<file path="config.mk">
export PLATFORM = sky130hd
export DESIGN_NAME = pat_scan_ctrl_flat
export DESIGN_NICKNAME = d
export VERILOG_FILES = /design/src/rtl/pat_scan_pkg.sv /design/src/rtl/pat_scan_ctrl_if.sv /design/src/rtl/pat_match_core.sv /design/src/rtl/pat_scan_ctrl.sv /design/src/flat_wrapper.sv
export SDC_FILE = /design/constraint.sdc
export NUM_CORES = 1
export LEC_CHECK = 0
export BUFFER_PORTS_ARGS = -buffer_cell sky130_fd_sc_hd__buf_2
export CAP_MARGIN = 20
export CORE_UTILIZATION = 43
export CTS_CLUSTER_DIAMETER = 30
export CTS_CLUSTER_SIZE = 12
export DETAILED_ROUTE_END_ITERATION = 16
export HOLD_SLACK_MARGIN = 0.1
export PLACE_DENSITY = 0.79
export SYNTH_ARGS = -nofsm -noshare
export SYNTH_HDL_FRONTEND = slang
export SYNTH_SLANG_ARGS = --single-unit
</file>
<file path="constraint.sdc">
create_clock -name clk -period 1.8 [get_ports clk]
set_input_delay 0.36 -clock clk [delete_from_list [all_inputs] [get_ports clk]]
set_output_delay 0.36 -clock clk [all_outputs]
set_load 0.05 [all_outputs]
</file>
<file path="src/rtl/pat_scan_pkg.sv">
// Shared types and default widths for the pattern-scan controller.
package pat_scan_pkg;

  localparam int DEF_DATA_W  = 8;
  localparam int DEF_PAT_LEN = 5;
  localparam int DEF_CNT_W   = 8;

  typedef enum logic [1:0] {
    IDLE   = 2'd0,
    ACCEPT = 2'd1,
    SHIFT  = 2'd2,
    REPORT = 2'd3
  } state_t;

endpackage

</file>
<file path="src/rtl/pat_scan_ctrl_if.sv">
// Word stream valid/ready handshake feeding the pattern-scan controller.
interface pat_scan_ctrl_if #(
  parameter int DATA_W = 8
) ();

  logic              in_valid;
  logic              in_ready;
  logic [DATA_W-1:0] in_data;
  logic              in_last;

  modport master (
    output in_valid,
    output in_data,
    output in_last,
    input  in_ready
  );

  modport slave (
    input  in_valid,
    input  in_data,
    input  in_last,
    output in_ready
  );

endinterface

</file>
<file path="src/rtl/pat_match_core.sv">
// Serial matcher: history shift register, saturating fill count, registered hit.
module pat_match_core #(
  parameter int PAT_LEN = 5
) (
  input  logic               clk,
  input  logic               reset,
  input  logic               bit_in,
  input  logic               bit_valid,
  input  logic               clear,
  input  logic [PAT_LEN-1:0] pattern,
  input  logic               overlap,
  output logic               hit,
  output logic               hit_nxt
);

  localparam int FILL_W = $clog2(PAT_LEN + 1);

  logic [PAT_LEN-1:0] r_hist;
  logic [FILL_W-1:0]  r_fill;
  logic               r_hit;
  logic [PAT_LEN-1:0] w_hist_nxt;
  logic [FILL_W-1:0]  w_fill_nxt;
  logic               w_hit;

  // Evaluate the match against the history as it will look once this bit lands.
  always_comb begin
    w_hist_nxt = {r_hist[PAT_LEN-2:0], bit_in};
    w_fill_nxt = (r_fill == FILL_W'(PAT_LEN)) ? r_fill : r_fill + FILL_W'(1);
    w_hit      = bit_valid && (w_fill_nxt == FILL_W'(PAT_LEN)) && (w_hist_nxt == pattern);
  end

  // History and fill update; non-overlap mode restarts the fill but keeps the bits.
  always_ff @(posedge clk) begin
    if (reset || clear) begin
      r_hist <= '0;
      r_fill <= '0;
      r_hit  <= 1'b0;
    end else if (bit_valid) begin
      r_hist <= w_hist_nxt;
      r_fill <= (w_hit && !overlap) ? FILL_W'(0) : w_fill_nxt;
      r_hit  <= w_hit;
    end else begin
      r_hit  <= 1'b0;
    end
  end

  assign hit     = r_hit;
  assign hit_nxt = w_hit;

endmodule

</file>
<file path="src/rtl/pat_scan_ctrl.sv">
// Frame controller: serialises handshaked words MSB-first into pat_match_core and counts hits.
// Define PAT_SCAN_IRQ_EN to add the sticky irq output with irq_clr.
module pat_scan_ctrl
  import pat_scan_pkg::*;
#(
  parameter int DATA_W  = DEF_DATA_W,
  parameter int PAT_LEN = DEF_PAT_LEN,
  parameter int CNT_W   = DEF_CNT_W
) (
  input  logic               clk,
  input  logic               reset,
  input  logic               start,
  input  logic [PAT_LEN-1:0] cfg_pattern,
  input  logic               cfg_overlap,
  pat_scan_ctrl_if.slave     s_in,
  output logic               busy,
  output logic               det_pulse,
  output logic               frame_done,
  output logic [CNT_W-1:0]   match_count,
  output logic               overflow
`ifdef PAT_SCAN_IRQ_EN
  ,
  input  logic               irq_clr,
  output logic               irq
`endif
);

  localparam int BCW = (DATA_W > 1) ? $clog2(DATA_W) : 1;

  state_t             r_state;
  state_t             w_state_nxt;
  logic [DATA_W-1:0]  r_shift;
  logic               r_last;
  logic [BCW-1:0]     r_bitcnt;
  logic [PAT_LEN-1:0] r_pattern;
  logic               r_overlap;
  logic [CNT_W-1:0]   r_count;
  logic               r_overflow;
  logic               w_in_ready;
  logic               w_busy;
  logic               w_frame_done;
  logic               w_start_acc;
  logic               w_load;
  logic               w_shift;
  logic               w_hit;
  logic               w_hit_nxt;

  // State register.
  always_ff @(posedge clk) begin
    if (reset) begin
      r_state <= IDLE;
    end else begin
      r_state <= w_state_nxt;
    end
  end

  // Next-state and state-decoded controls; in_ready depends on state alone.
  always_comb begin
    w_state_nxt  = r_state;
    w_in_ready   = 1'b0;
    w_busy       = 1'b1;
    w_frame_done = 1'b0;
    w_start_acc  = 1'b0;
    w_load       = 1'b0;
    w_shift      = 1'b0;
    case (r_state)
      IDLE: begin
        w_busy = 1'b0;
        if (start) begin
          w_start_acc = 1'b1;
          w_state_nxt = ACCEPT;
        end else begin
          w_state_nxt = IDLE;
        end
      end
      ACCEPT: begin
        w_in_ready = 1'b1;
        if (s_in.in_valid) begin
          w_load      = 1'b1;
          w_state_nxt = SHIFT;
        end else begin
          w_state_nxt = ACCEPT;
        end
      end
      SHIFT: begin
        w_shift = 1'b1;
        if (r_bitcnt == BCW'(0)) begin
          w_state_nxt = r_last ? REPORT : ACCEPT;
        end else begin
          w_state_nxt = SHIFT;
        end
      end
      REPORT: begin
        w_frame_done = 1'b1;
        w_state_nxt  = IDLE;
      end
      default: begin
        w_state_nxt = IDLE;
      end
    endcase
  end

  // Config latch, word shifter and saturating hit counter.
  always_ff @(posedge clk) begin
    if (reset) begin
      r_shift    <= '0;
      r_last     <= 1'b0;
      r_bitcnt   <= '0;
      r_pattern  <= '0;
      r_overlap  <= 1'b0;
      r_count    <= '0;
      r_overflow <= 1'b0;
    end else begin
      if (w_start_acc) begin
        r_pattern  <= cfg_pattern;
        r_overlap  <= cfg_overlap;
        r_count    <= '0;
        r_overflow <= 1'b0;
      end
      if (w_load) begin
        r_shift  <= s_in.in_data;
        r_last   <= s_in.in_last;
        r_bitcnt <= BCW'(DATA_W - 1);
      end else if (w_shift) begin
        r_shift  <= r_shift << 1;
        r_bitcnt <= r_bitcnt - BCW'(1);
      end
      // Count lands with the registered pulse, so a final-bit hit is visible in REPORT.
      if (w_hit_nxt) begin
        if (r_count == {CNT_W{1'b1}}) begin
          r_overflow <= 1'b1;
        end else begin
          r_count <= r_count + CNT_W'(1);
        end
      end
    end
  end

  pat_match_core #(
    .PAT_LEN (PAT_LEN)
  ) u_core (
    .clk       (clk),
    .reset     (reset),
    .bit_in    (r_shift[DATA_W-1]),
    .bit_valid (w_shift),
    .clear     (w_start_acc),
    .pattern   (r_pattern),
    .overlap   (r_overlap),
    .hit       (w_hit),
    .hit_nxt   (w_hit_nxt)
  );

`ifdef PAT_SCAN_IRQ_EN
  logic r_irq;

  // Sticky interrupt; a coinciding set beats the clear.
  always_ff @(posedge clk) begin
    if (reset) begin
      r_irq <= 1'b0;
    end else if (w_frame_done && ((r_count != CNT_W'(0)) || r_overflow)) begin
      r_irq <= 1'b1;
    end else if (irq_clr) begin
      r_irq <= 1'b0;
    end else begin
      r_irq <= r_irq;
    end
  end

  assign irq = r_irq;
`endif

  assign s_in.in_ready = w_in_ready;
  assign busy          = w_busy;
  assign frame_done    = w_frame_done;
  assign det_pulse     = w_hit;
  assign match_count   = r_count;
  assign overflow      = r_overflow;

endmodule

</file>
<file path="src/flat_wrapper.sv">
// flat-port wrapper written by rule: the top's interface ports become plain ports
module pat_scan_ctrl_flat import pat_scan_pkg::*;
#(
  parameter int DATA_W  = DEF_DATA_W,
  parameter int PAT_LEN = DEF_PAT_LEN,
  parameter int CNT_W   = DEF_CNT_W
)
  (clk, reset, start, cfg_pattern, cfg_overlap, busy, det_pulse, frame_done, match_count, overflow, s_in_in_valid, s_in_in_data, s_in_in_last, s_in_in_ready);
  pat_scan_ctrl_if #(.DATA_W(DATA_W)) s_in_i ();
  input  logic clk;
  input  logic reset;
  input  logic start;
  input  logic [PAT_LEN-1:0] cfg_pattern;
  input  logic cfg_overlap;
  output logic busy;
  output logic det_pulse;
  output logic frame_done;
  output logic [CNT_W-1:0] match_count;
  output logic overflow;
  input wire logic [$bits(s_in_i.in_valid)-1:0] s_in_in_valid;
  input wire logic [$bits(s_in_i.in_data)-1:0] s_in_in_data;
  input wire logic [$bits(s_in_i.in_last)-1:0] s_in_in_last;
  output wire logic [$bits(s_in_i.in_ready)-1:0] s_in_in_ready;
  assign s_in_i.in_valid = s_in_in_valid;
  assign s_in_i.in_data = s_in_in_data;
  assign s_in_i.in_last = s_in_in_last;
  assign s_in_in_ready = s_in_i.in_ready;
  pat_scan_ctrl #(.DATA_W(DATA_W), .PAT_LEN(PAT_LEN), .CNT_W(CNT_W)) u_core (.clk(clk), .reset(reset), .start(start), .cfg_pattern(cfg_pattern), .cfg_overlap(cfg_overlap), .s_in(s_in_i), .busy(busy), .det_pulse(det_pulse), .frame_done(frame_done), .match_count(match_count), .overflow(overflow));
endmodule
</file>
==> results of run 1 <==
final cells by class:
cell class | count | area [µm²]
multi-input cells | 162 | 1030
inverters | 5 | 18.8
clock inverters | 1 | 5.00
flip-flops and latches | 37 | 743
well taps | 48 | 60.1
repair buffers | 52 | 313
clock buffers | 7 | 96.3
fillers | 338 | 1540
through the flow:
stage / setup slack [ns] / std cells / hold WS (ns)
CTS: -0.0972 / 311 / 0.296
finish: -0.174 / 312 / 0.305
detailed placement: -0.171 / 301 / 0.449
global placement: -0.114 / 301 / 0.444
global route: -0.252 / 312 / 0.301
floorplan: -0.0213 / 213 / 0.433
report_power, final:
group	internal [µW]	switching [µW]	total (µW)	leakage, µW
clock network	346	280	626	0.0000542
registers	851	20.3	871	0.000301
logic	102	149	251	0.000590
total	1300	449	1750	0.000946
cell usage after synthesis (all sizes together):
cell | count | share of area
a31o | 2 | 0.0099
inv | 5 | 0.011
dfxtp | 37 | 0.42
nor3b | 1 | 0.0042
clkbuf | 6 | 0.013
a2bb2oi | 1 | 0.0049
nor2 | 11 | 0.023
and3b | 2 | 0.0099
or4 | 1 | 0.0042
buf | 4 | 0.014
nand4 | 5 | 0.021
nor4 | 3 | 0.023
nor2b | 4 | 0.014
o22a | 1 | 0.0049
o211ai | 3 | 0.013
nand2 | 42 | 0.089
and3 | 1 | 0.0035
a22oi | 7 | 0.030
or3 | 2 | 0.0071
a311oi | 1 | 0.0049
a21boi | 1 | 0.0042
and4b | 1 | 0.0056
mux2i | 1 | 0.0056
and2 | 4 | 0.014
a211o | 1 | 0.0049
xor2 | 6 | 0.030
a21oi | 34 | 0.096
o21ai | 3 | 0.0085
a31oi | 1 | 0.012
xnor2 | 3 | 0.015
or2 | 1 | 0.0035
ha | 5 | 0.035
or3b | 1 | 0.0063
nand3 | 5 | 0.014
nand2b | 7 | 0.025
cells by family (layout without fill, tap and decap cells):
kind of cell    after synthesis  after routing
simple gates                 91             92
xor+xnor                      9              9
flops                        37             37
buf+inv                      15             65
mux                           1              1
fa+ha+maj                     5              5
compound gates               55             55
what timing repair did:
item / CTS / global route
setup endpoints to repair: 12 / 12
setup buffers: 1 / 1
pin swaps: 4 / 7
hold buffers: 0 / 0
gates resized for setup: 4 / 3
cloned: 1 / 0
layer usage:
layer | global-route usage | vias up | part of all wire
met5 | 0 | - | 0
met1 | 0.247 | 760 | 0.46
li1 | - | 848 | -
met4 | 0.0824 | 0 | 0.0070
met3 | 0.0517 | 2 | 0.050
met2 | 0.309 | 39 | 0.48
worst paths after layout:
check,start,end,slack (ns),cells past startpoint
min,cfg_pattern[0],u_core.r_pattern[0]$_SDFFE_PP0P_,0.31,3
max reg2reg,u_core.u_core.r_fill[1]$_SDFFE_PP0P_,u_core.match_count[7]$_SDFF_PP0_,-0.17,6
max,u_core.u_core.r_fill[1]$_SDFFE_PP0P_,u_core.match_count[7]$_SDFF_PP0_,-0.17,6
min reg2reg,u_core.r_shift[3]$_SDFFE_PP0P_,u_core.r_shift[3]$_SDFFE_PP0P_,0.46,2
flip-flops by register name (all words and copies together) (netlist names):
signal	flops
u_core.u_core.hit	1
u_core.r_state	2
u_core.r_shift	8
u_core.match_count	8
u_core.u_core.r_hist	4
u_core.r_overlap	1
u_core.u_core.r_fill	3
u_core.r_last	1
u_core.overflow	1
u_core.r_pattern	5
u_core.r_bitcnt	3
worst max-delay path, cell delays in order, from the launching register on:
cell	delay (ns)
dfxtp_2	0.36
inv_2	0.05
ha_4	0.26
or3b_4	0.38
a31oi_4	0.31
nand4_4	0.18
a211o_1	0.32
==> out/metrics.csv, run 1 <==
metric;value;unit
ant_nets;0;
insertion_delay;0.28;ns
worstMarginPinSlew;0.523;ns
grt_antenna_before_repair;0;
finalWirelength;3850;µm
areaGrowthSynthToFinish;27.6;%
ir_drop;0.000434;V
overflow;0;
fmax;0.507;GHz
n_antenna_cell;0;
pin_count;32;
fin_setup_tns;-1.35;ns
p_total;1750;µW
grt_max_degree;18;
final_util;0.596;
first_global_vias;1495;
ys_warn_count;0;
place_area;0.00210;mm²
drtIter0Drc;60;
fin_ws;-0.174;ns
vias_per_cell;5.29;
arrival;2.15;ns
ys_seq_elements;37;
fin_crit;1.97;ns
die_x;66.2;µm
final_cell_mix;nand2_1, dfxtp_1, a21oi_1;
cts-buffers-inserted;5;
drc;0;
critical_path_class;flop to flop;
path_max_fanout;6;
synth.distinct_cells;41;
cts.sinks;37;
wl_per_cell;12.3;µm
critPathRequiredTime;1.98;ns
synthesis.area;0.00177;mm²
die_area;0.00439;mm²
vias;1649;
hp-class;input pin to flop;
synthAdderAreaFrac;0.0353;
cts_tree;built;
die_h;66.2;µm
grt_pass1_wl;6410;µm
grt_setup_unrepaired;yes;
grtUsageTotal;0.195;
synth-compound-area-share;0.193;
place.gp.congestion;0.785;
leakage;0.000946;µW
start_util;0.467;
htree_num_levels;2;
drv_slew;0;
status;finished with violations;
synthSimpleGateAreaFrac;0.267;
hpwl;2710;µm
num_rows;22;
cts_root_buffer;clkbuf_8;
failed_checks;setup timing;
hold_viol;0;
fin_crit_sh;1.10;
core_area;0.00380;mm²
mostFrequentLayoutCell;nand2_1;
synth_xor_area_frac;0.0444;
max-clock-path-buffers;2;
final_layout_size_suffix_gt1_frac;0.280;
relSlewSlack;0.650;
synth_cells;213;
end_kind;flop;
synthMuxAreaShare;0.00564;
nets;287;
finClkSkew;0.00458;ns
synth_top_family_by_area;simple AND/OR/NAND/NOR gates;
drt-pass1-iter-count;4;
worstSetupStartpointType;flop;
cts.clk_slew.worst_paths;0.07;ns
powerDensity;772;mW/mm²
seq_area_frac_synth;0.417;
syn_avg_cell_area;8.33;µm²
stdcell_area;0.00226;mm²
setup_violations;12;
synth_nets;237;
io_buffers;31;
drv_cap;0;
Note: power is estimated with default switching activity, not from simulation.
==> run 2: changes to the inputs <==
- CORE_MARGIN: not set -> 2
- CORE_UTILIZATION: 43 -> 49
- PLACE_DENSITY: 0.79 -> 0.86
==> run 2 against run 1 <==
  * The flow still finishes with violations (setup timing)
  * First-iteration DRC count grew 77%
  * Cell area shrank 0.50%
  * Total power shrank 7.3%
  * Die area shrank 6.1%
==> out/metrics.csv, run 2 (synthesis gave the netlist of run 1 again) <==
metric;value;unit;change
cts.sinks;37;;unchanged
overflow;0;;unchanged
status;finished with violations;;
stdcell_area;0.00225;mm²;-0.50%
p_int;1170;µW;-9.6%
path_buf_inv;2;;+1
final_cell_mix;nand2_1, dfxtp_1, a21oi_1, buf_2, buf_4;;
powerDensity;720;mW/mm²;-6.8%
fin_crit_sh;1.09;;-0.00643
multi_input_area;0.00106;mm²;+3.7%
ir_drop;0.000726;V;+67%
cts.clk_slew.worst_paths;0.11;ns;+0.04 ns
pin_count;32;;unchanged
setup_violations;10;;-2
grtUsageTotal;0.192;;-0.00318
insertion_delay;0.34;ns;+0.06 ns
critPathRequiredTime;2.02;ns;+0.04 ns
slowest_stage;or3b_4;;
cts_tree;built;;
pwr-share-comb;0.156;;+0.012
p_switching;447;µW;-0.45%
seqCellArea;742;µm²;-0.17%
n_antenna_cell;0;;unchanged
grt_pass1_wl;6290;µm;-2.0%
htree_num_levels;2;;unchanged
fin_ws;-0.162;ns;+0.0116 ns
nets;283;;-1.4%
drc;0;;unchanged
hold_buffers;0;;unchanged
worstSetupStartpointType;flop;;
place.gp.congestion;0.860;;+9.5%
leakage;0.000931;µW;-1.6%
cts_root_buffer;clkbuf_4;;
cpPeakStageDelay;0.38;ns;about the same
die_h;64.2;µm;-3.1%
drv_slew;0;;unchanged
ant_nets;0;;unchanged
io_buffers;31;;unchanged
finalWirelength;4230;µm;+10%
hpwl;2620;µm;-3.2%
drv_cap;0;;unchanged
areaGrowthSynthToFinish;26.9;%;
crit_family;simple AND/OR/NAND/NOR gates;;
hold_viol;0;;unchanged
fin_setup_tns;-1.21;ns;+0.143 ns
worstMarginPinSlew;0.600;ns;+0.0767 ns
finClkSkew;0.0160;ns;+0.0114 ns
grt_setup_unrepaired;yes;;
place_area;0.00207;mm²;-1.3%
num_rows;21;;-4.5%
drtIter0Drc;106;;+77%
die_area;0.00412;mm²;-6.1%
holdWs;0.241;ns;-0.0641 ns
vias_per_cell;5.47;;+3.4%
crit_path_cell_trace;inv_2, ha_4, or3b_4, a31oi_4, buf_4, nand4_4, nand3_1, a21oi_1;;
grt_antenna_before_repair;0;;unchanged
max-clock-path-buffers;2;;unchanged
final_layout_size_suffix_gt1_frac;0.281;;+0.000466
end_kind;flop;;
first_global_vias;1444;;-3.4%
path_max_fanout;5;;-1
hp-class;input pin to flop;;
start_util;0.519;;+0.0524
fin_crit;1.96;ns;-0.0116 ns
relSlewSlack;0.597;;-0.0529
die_x;64.2;µm;-3.1%
fmax;0.510;GHz;+0.59%
grt_max_degree;24;;+6
clkPwrFrac;0.307;;-0.051
vias;1673;;+1.5%
core_area;0.00342;mm²;-10%
p_seq_frac;0.538;;+0.040
arrival;2.18;ns;+0.03 ns
wl_per_cell;13.8;µm;+12%
drt-pass1-iter-count;4;;unchanged
critical_path_class;flop to flop;;
cts-buffers-inserted;5;;unchanged
fillers;283;;-16%
mostFrequentLayoutCell;nand2_1;;
failed_checks;setup timing;;
power.share.switching;0.276;;+0.0189
[run 2: changes by cell type in the layout (fill, tap and decap cells not counted), sizes merged]
| cell | before | now |
|---|---|---|
| buf | 52 | 48 |
[run 2: timing repair]
item | 4_1_cts | 5_1_grt
endpoints found under the setup margin | 12 | 12
gates resized for setup | 2 | 12
pin swaps | 2 | 5
cloned | 1 | 0
setup buffers | 0 | 3
[run 2: final cells by class]
cell class,instances,share of cell area
Multi-Input combinational cell,162,0.473
Sequential cell,37,0.329
Timing Repair Buffer,48,0.133
Clock buffer,7,0.0289
Tap cell,46,0.0256
Inverter,5,0.00833
Clock inverter,1,0.00222
[run 2: routing by layer]
metal	GRT usage	vias up	wire, µm	part of all wire
li1	-	839	-	-
met1	0.241	772	1800	0.42
met2	0.311	52	2100	0.50
met3	0.0546	10	231	0.055
met4	0.0718	0	106	0.025
met5	0	-	0	0
[run 2: path summary, 6_finish.rpt]
check / start / end / slack, ns / cells past startpoint
worst max-delay path: u_core.u_core.r_fill[1]$_SDFFE_PP0P_ / u_core.match_count[2]$_SDFF_PP0_ / -0.16 / 8
worst min-delay path: s_in_in_last / u_core.r_last$_SDFFE_PP0P_ / 0.24 / 3
worst max register to register: u_core.u_core.r_fill[1]$_SDFFE_PP0P_ / u_core.match_count[2]$_SDFF_PP0_ / -0.16 / 8
worst min register to register: u_core.r_last$_SDFFE_PP0P_ / u_core.r_last$_SDFFE_PP0P_ / 0.46 / 2
[run 2: through the flow]
step,setup WS [ns],util,power [µW],std cells
2_1_floorplan,-0.0213,-,1040,213
3_3_place_gp,-0.130,0.606,1110,294
3_5_place_dp,-0.153,0.606,1120,294
4_1_cts,-0.114,0.634,1620,303
5_1_grt,-0.244,0.659,1700,306
6_report,-0.162,0.659,1620,306
[run 2: power by group through the flow]
stage               clock network, µW  logic, µW  registers, µW
floorplan                           0        158            887
global placement                    0        225            887
detailed placement                  0        229            889
CTS                               511        236            871
global route                      545        279            876
finish                            497        252            872
[run 2: worst min-delay path: cells and delay by family]
family / cells / cell delay, ns
AND/OR/NAND/NOR: 1 / 0.04
buffers and inverters: 1 / 0.09
AO/OA/AOI/OAI: 1 / 0.05
